==> src/rtl/alarm_controller.sv <==
// Anti-theft sequencing controller: arming/entry-delay FSM, internal 1 s tick
// prescaler with a seconds countdown, and registered siren / fuel-pump / LED drives.
module alarm_controller #(
    parameter int CLK_HZ      = 25_000_000,
    parameter int T_ARM_DELAY = 6,
    parameter int T_DRIVER    = 8,
    parameter int T_PASSENGER = 15,
    parameter int T_ALARM_ON  = 10
) (
    input  logic       clock_in,
    input  logic       reset_n_in,
    input  logic       ignition_in,
    input  logic       driver_door_in,
    input  logic       passenger_door_in,
    input  logic       hidden_sw_in,
    input  logic       brake_in,
    output logic       siren_out,
    output logic       fuel_pump_out,
    output logic       status_led_out,
    output logic [2:0] state_out
);

    localparam int PW = (CLK_HZ > 1) ? $clog2(CLK_HZ) : 1;

    typedef enum logic [2:0] {
        S_ARMED      = 3'd0,
        S_TRIGGERED  = 3'd1,
        S_SOUNDING   = 3'd2,
        S_SIREN_HOLD = 3'd3,
        S_DISARMED   = 3'd4,
        S_WAIT_OPEN  = 3'd5,
        S_WAIT_CLOSE = 3'd6,
        S_ARM_DELAY  = 3'd7
    } state_t;

    state_t        state_q, state_d;
    logic [PW-1:0] presc_q, presc_d;
    logic [7:0]    cnt_q, cnt_d;
    logic          siren_q, siren_d;
    logic          led_q, led_d;
    logic          fuel_q, fuel_d;

    logic          tick;
    logic          expire;
    logic          load;
    logic [7:0]    load_val;
    logic          any_door;

    assign tick     = (presc_q == PW'(CLK_HZ - 1));
    // count reads zero only after the final tick, which yields T*CLK_HZ+1 cycles per timed state
    assign expire   = (cnt_q == 8'd0);
    assign any_door = driver_door_in | passenger_door_in;

    // Next-state logic; ignition always forces DISARMED, timed entries request a load
    always_comb begin
        state_d  = state_q;
        load     = 1'b0;
        load_val = 8'd0;
        if (ignition_in) begin
            state_d = S_DISARMED;
        end else begin
            case (state_q)
                S_DISARMED: state_d = S_WAIT_OPEN;
                S_WAIT_OPEN: begin
                    if (driver_door_in) state_d = S_WAIT_CLOSE;
                end
                S_WAIT_CLOSE: begin
                    if (!driver_door_in) begin
                        state_d  = S_ARM_DELAY;
                        load     = 1'b1;
                        load_val = 8'(T_ARM_DELAY);
                    end
                end
                S_ARM_DELAY: begin
                    if (any_door)    state_d = S_WAIT_CLOSE;
                    else if (expire) state_d = S_ARMED;
                end
                S_ARMED: begin
                    // driver door takes precedence when both open together
                    if (driver_door_in) begin
                        state_d  = S_TRIGGERED;
                        load     = 1'b1;
                        load_val = 8'(T_DRIVER);
                    end else if (passenger_door_in) begin
                        state_d  = S_TRIGGERED;
                        load     = 1'b1;
                        load_val = 8'(T_PASSENGER);
                    end
                end
                S_TRIGGERED: begin
                    if (expire) state_d = S_SOUNDING;
                end
                S_SOUNDING: begin
                    if (!any_door) begin
                        state_d  = S_SIREN_HOLD;
                        load     = 1'b1;
                        load_val = 8'(T_ALARM_ON);
                    end
                end
                S_SIREN_HOLD: begin
                    if (any_door)    state_d = S_SOUNDING;
                    else if (expire) state_d = S_ARMED;
                end
                default: state_d = S_ARMED;
            endcase
        end
    end

    // Prescaler and seconds counter: a load restarts both, otherwise free-run / saturating count
    always_comb begin
        presc_d = presc_q + 1'b1;
        cnt_d   = cnt_q;
        if (load) begin
            presc_d = '0;
            cnt_d   = load_val;
        end else begin
            if (tick) presc_d = '0;
            if (tick && (cnt_q != 8'd0)) cnt_d = cnt_q - 8'd1;
        end
    end

    // Output next values, decoded from the upcoming state so they change with it
    always_comb begin
        siren_d = (state_d == S_SOUNDING) || (state_d == S_SIREN_HOLD);
        led_d   = 1'b0;
        case (state_d)
            S_ARMED: begin
                if (state_q != S_ARMED) led_d = 1'b1;
                else if (tick)          led_d = ~led_q;
                else                    led_d = led_q;
            end
            S_TRIGGERED, S_SOUNDING, S_SIREN_HOLD: led_d = 1'b1;
            default: led_d = 1'b0;
        endcase
        fuel_d = fuel_q;
        if (ignition_in && hidden_sw_in && brake_in) fuel_d = 1'b1;
        else if (!ignition_in)                       fuel_d = 1'b0;
    end

    // All state and output registers, asynchronously reset into ARMED
    always_ff @(posedge clock_in or negedge reset_n_in) begin
        if (!reset_n_in) begin
            state_q <= S_ARMED;
            presc_q <= '0;
            cnt_q   <= 8'd0;
            siren_q <= 1'b0;
            led_q   <= 1'b1;
            fuel_q  <= 1'b0;
        end else begin
            state_q <= state_d;
            presc_q <= presc_d;
            cnt_q   <= cnt_d;
            siren_q <= siren_d;
            led_q   <= led_d;
            fuel_q  <= fuel_d;
        end
    end

    assign siren_out      = siren_q;
    assign fuel_pump_out  = fuel_q;
    assign status_led_out = led_q;
    assign state_out      = state_q;

endmodule

==> config.mk <==
export PLATFORM = sky130hd
export DESIGN_NAME = alarm_controller
export DESIGN_NICKNAME = d
export VERILOG_FILES = /design/src/rtl/alarm_controller.sv
export SDC_FILE = /design/constraint.sdc
export NUM_CORES = 1
export LEC_CHECK = 0
export BUFFER_PORTS_ARGS = -buffer_cell sky130_fd_sc_hd__buf_2
export CORE_UTILIZATION = 54
export DETAILED_ROUTE_END_ITERATION = 8
export PLACE_DENSITY = 0.77
export RECOVER_POWER = 50
export SLEW_MARGIN = 0
export SYNTH_ARGS = -nofsm -noshare
export SYNTH_HDL_FRONTEND = slang
export SYNTH_SLANG_ARGS = --single-unit
==> constraint.sdc <==
create_clock -name clock_in -period 2.02 [get_ports clock_in]
set_input_delay 0.303 -clock clock_in [delete_from_list [all_inputs] [get_ports clock_in]]
set_output_delay 0.303 -clock clock_in [all_outputs]
set_load 0.03 [all_outputs]
==> results.ini <==
[route]
drt-pass1-iter-count=4
vias=1779
avgViaCountPerCell=5.739
route.detailed.drc=0
drt-total-wl_microns=4730
drt.antenna.violating_nets=0
dr.first_iter.drc_count=69
wl_per_cell_microns=15.26

[setup_path]
critPathLaunchType=flip-flop
cp_data_arrival_time_ns=2.22
end_kind=flip-flop
critPathKind=reg2reg
required_ns=2.21
crit_slowest_cell=or4_4
path_max_fanout=3
cp_cell_sequence=or4_4 > nor3b_4 > buf_4 > and4b_2 > nor2_1 > mux2_2
cpPeakStageDelay_ns=0.54

[sta]
hold_violations=0
period_share=1.002
tightestPinTransition_ns=0.8567
period_needed_ns=2.023
finalSetupViolations=1
max_slew_margin=0.4288
hold-worst-slack_ns=0.2806
setup_ws_ns=-0.003495
rsz0062_at_grt=yes
maxSlewViolCount=0
max_freq_ghz=0.4942
finClkSkew_ns=0.01325

[power]
p_leak_nw=1.175
total_power_mw=2.150
ir_drop_uv=545.3
p_per_area_nw_per_um2=835.5

[final_layout]
fill_cells=311
layout.nets=271
final_cell_area_sq_um=2574
final_util=0.6875
num_antenna_cells=0
drive_gt1_frac=0.2481
finalNonFillerCells=310
syn_to_final_growth_pct=19.18

[placement]
dp_cells=298
numPortBuffers=12
gp_congestion=0.8702
place_area_sq_um=2419
place_hpwl_microns=3257

[clocking]
cts_buffers=5
cts_max_path_buffers=2
cts_tree=yes
clk_pin_slew_ns=0.08
ctsHtreeMaxLevel=2
clock_sinks=39
clkLatencyLatePin_ns=0.30
ctsRootBufferMaster=clkbuf_8

[floorplanning]
die_w_microns=65.24
die_y_microns=65.24
row_count=22
start_util=0.5769
die_area_sq_um=4256
core_area_sq_um=3744
num_io_pins=13

[yosys]
muxShareOfSynthArea=0.01043
avgSynthCellArea_sq_um=9.598
yosys.area_share.xor_xnor=0.1054
yosys_warnings=0
synth_edf_count=0
synth_compound_area_frac=0.08111
synth_adder_area_share=0.01738
ys_seq_elements=39
ys_seq_area_frac=0.4525
synthSimpleGateAreaFrac=0.2932
synth_area_sq_um=2160
synth_ff_type=dfrtp_1
synth_top_family_by_area=simple AND/OR/NAND/NOR gates
synthCells=225
async_flop_share=1.000
synth_nets=235
synth_cell_types=49

[global_routing]
grt_pass1_wl_microns=7569
gr-total-overflow=0
groute.usage.overall=0.2402
antenna_found_initial=0
grt_pass1_vias=1677
grt_max_degree=25

[outcome]
outcome=finished with violations
violations=setup timing

[worst_hold_path]
hold_class=in2reg

[run]
drv_cap=0

## worst max-delay path, delay by kind of cell, from the launching register on
family | cells | cell delay, ns
flops | 1 | 0.39
simple gates | 4 | 1.08
buf+inv | 1 | 0.15
mux | 1 | 0.28
## cell usage in the layout, fill, tap and decap left out, drive strengths merged, types with 2 or more instances in the layout
cell type / synthesis / routed
ha: 3 / 3
or3: 4 / 4
buf: 3 / 34
nor4: 2 / 2
dfrtp: 38 / 38
clkbuf: 7 / 12
and3: 7 / 7
nor4b: 4 / 4
and4: 4 / 4
xnor2: 8 / 8
nor2: 32 / 32
nor3: 9 / 9
o21ai: 5 / 5
or4: 2 / 2
nand3: 11 / 11
nand4: 12 / 12
nand2b: 2 / 2
nand2: 8 / 8
mux2: 2 / 2
or2: 3 / 3
inv: 9 / 9
xor2: 18 / 18
and2: 3 / 3
a21oi: 12 / 12
o31ai: 2 / 2
## synth_stat cells (all sizes together) (4+ instances only)
cell type	n	area, sq um
nand3	11	55.05
xor2	18	157.7
a21oi	12	60.06
nand2	8	30.03
nand4	12	81.33
xnor2	8	70.07
clkbuf	7	26.28
nor3	9	50.05
and4	4	37.54
or3	4	26.28
nor2	32	120.1
nor4b	4	50.05
and3	7	46.29
dfrtp	38	950.9
inv	9	33.78
o21ai	5	25.02
## registers in the layout (all words and copies together) (netlist names)
register / flops
siren_out: 1
status_led_out: 1
presc_q: 25
state_out: 3
fuel_pump_out: 1
cnt_q: 8
## routing by layer
metal,share of wire,track usage,up-vias
met2,0.47,0.3763,23
li1,-,-,870
met5,0,0,-
met3,0.030,0.04688,6
met4,0.018,0.1141,0
met1,0.48,0.3183,880
## per-stage QoR
step / TNS [ns] / setup slack, ns
after floorplan: -0.02294 / -0.02294
after global placement: 0 / 0.01159
after detailed placement: -0.06478 / -0.06444
after CTS: -0.02775 / -0.01194
after global routing: -0.2635 / -0.06133
final: -0.003495 / -0.003495
## cell type report
type / instances / area, sq um / area share
Timing Repair Buffer: 39 / 289.0 / 0.1123
Sequential cell: 39 / 977.2 / 0.3797
Inverter: 9 / 33.78 / 0.01313
Multi-Input combinational cell: 167 / 1134 / 0.4404
Tap cell: 48 / 60.06 / 0.02333
Clock buffer: 8 / 80.08 / 0.03111
## path summary, 6_finish.rpt
check                           slack [ns]  cells after the start          from             end
worst min-delay path                  0.28                      3  hidden_sw_in   fuel_pump_out
min in group asynchronous             0.62                      2    reset_n_in     presc_q[20]
worst max-delay path                -0.003                      6   presc_q[10]        cnt_q[3]
worst min register to register        0.54                      2   presc_q[14]     presc_q[14]
worst max register to register      -0.003                      6   presc_q[10]        cnt_q[3]
max in group asynchronous             0.52                      3    reset_n_in  status_led_out
## kinds of logic (layout without fill, tap and decap cells)
logic type | Yosys count | count (layout)
flops | 39 | 39
simple gates | 108 | 108
buf+inv | 19 | 56
mux | 2 | 2
xor+xnor | 26 | 26
fa+ha+maj | 3 | 3
compound gates | 28 | 28
## power by group
| group | leakage [nW] | internal [mW] | switching (mW) |
|---|---|---|---|
| clock | 0.0395 | 0.245 | 0.266 |
| sequential | 0.509 | 0.901 | 0.121 |
| combinational | 0.627 | 0.304 | 0.313 |
| total | 1.18 | 1.45 | 0.700 |
## timing repair
item | in CTS | in global routing
gates resized for setup | 1 | 5
gates cloned | 0 | 1
hold buffers | 1 | 0
setup endpoints to repair | 3 | 31
setup buffers | 0 | 2
pin swaps | 8 | 4
hold endpoints to repair | 15 | 0
Power figures use the tool's default switching activity.
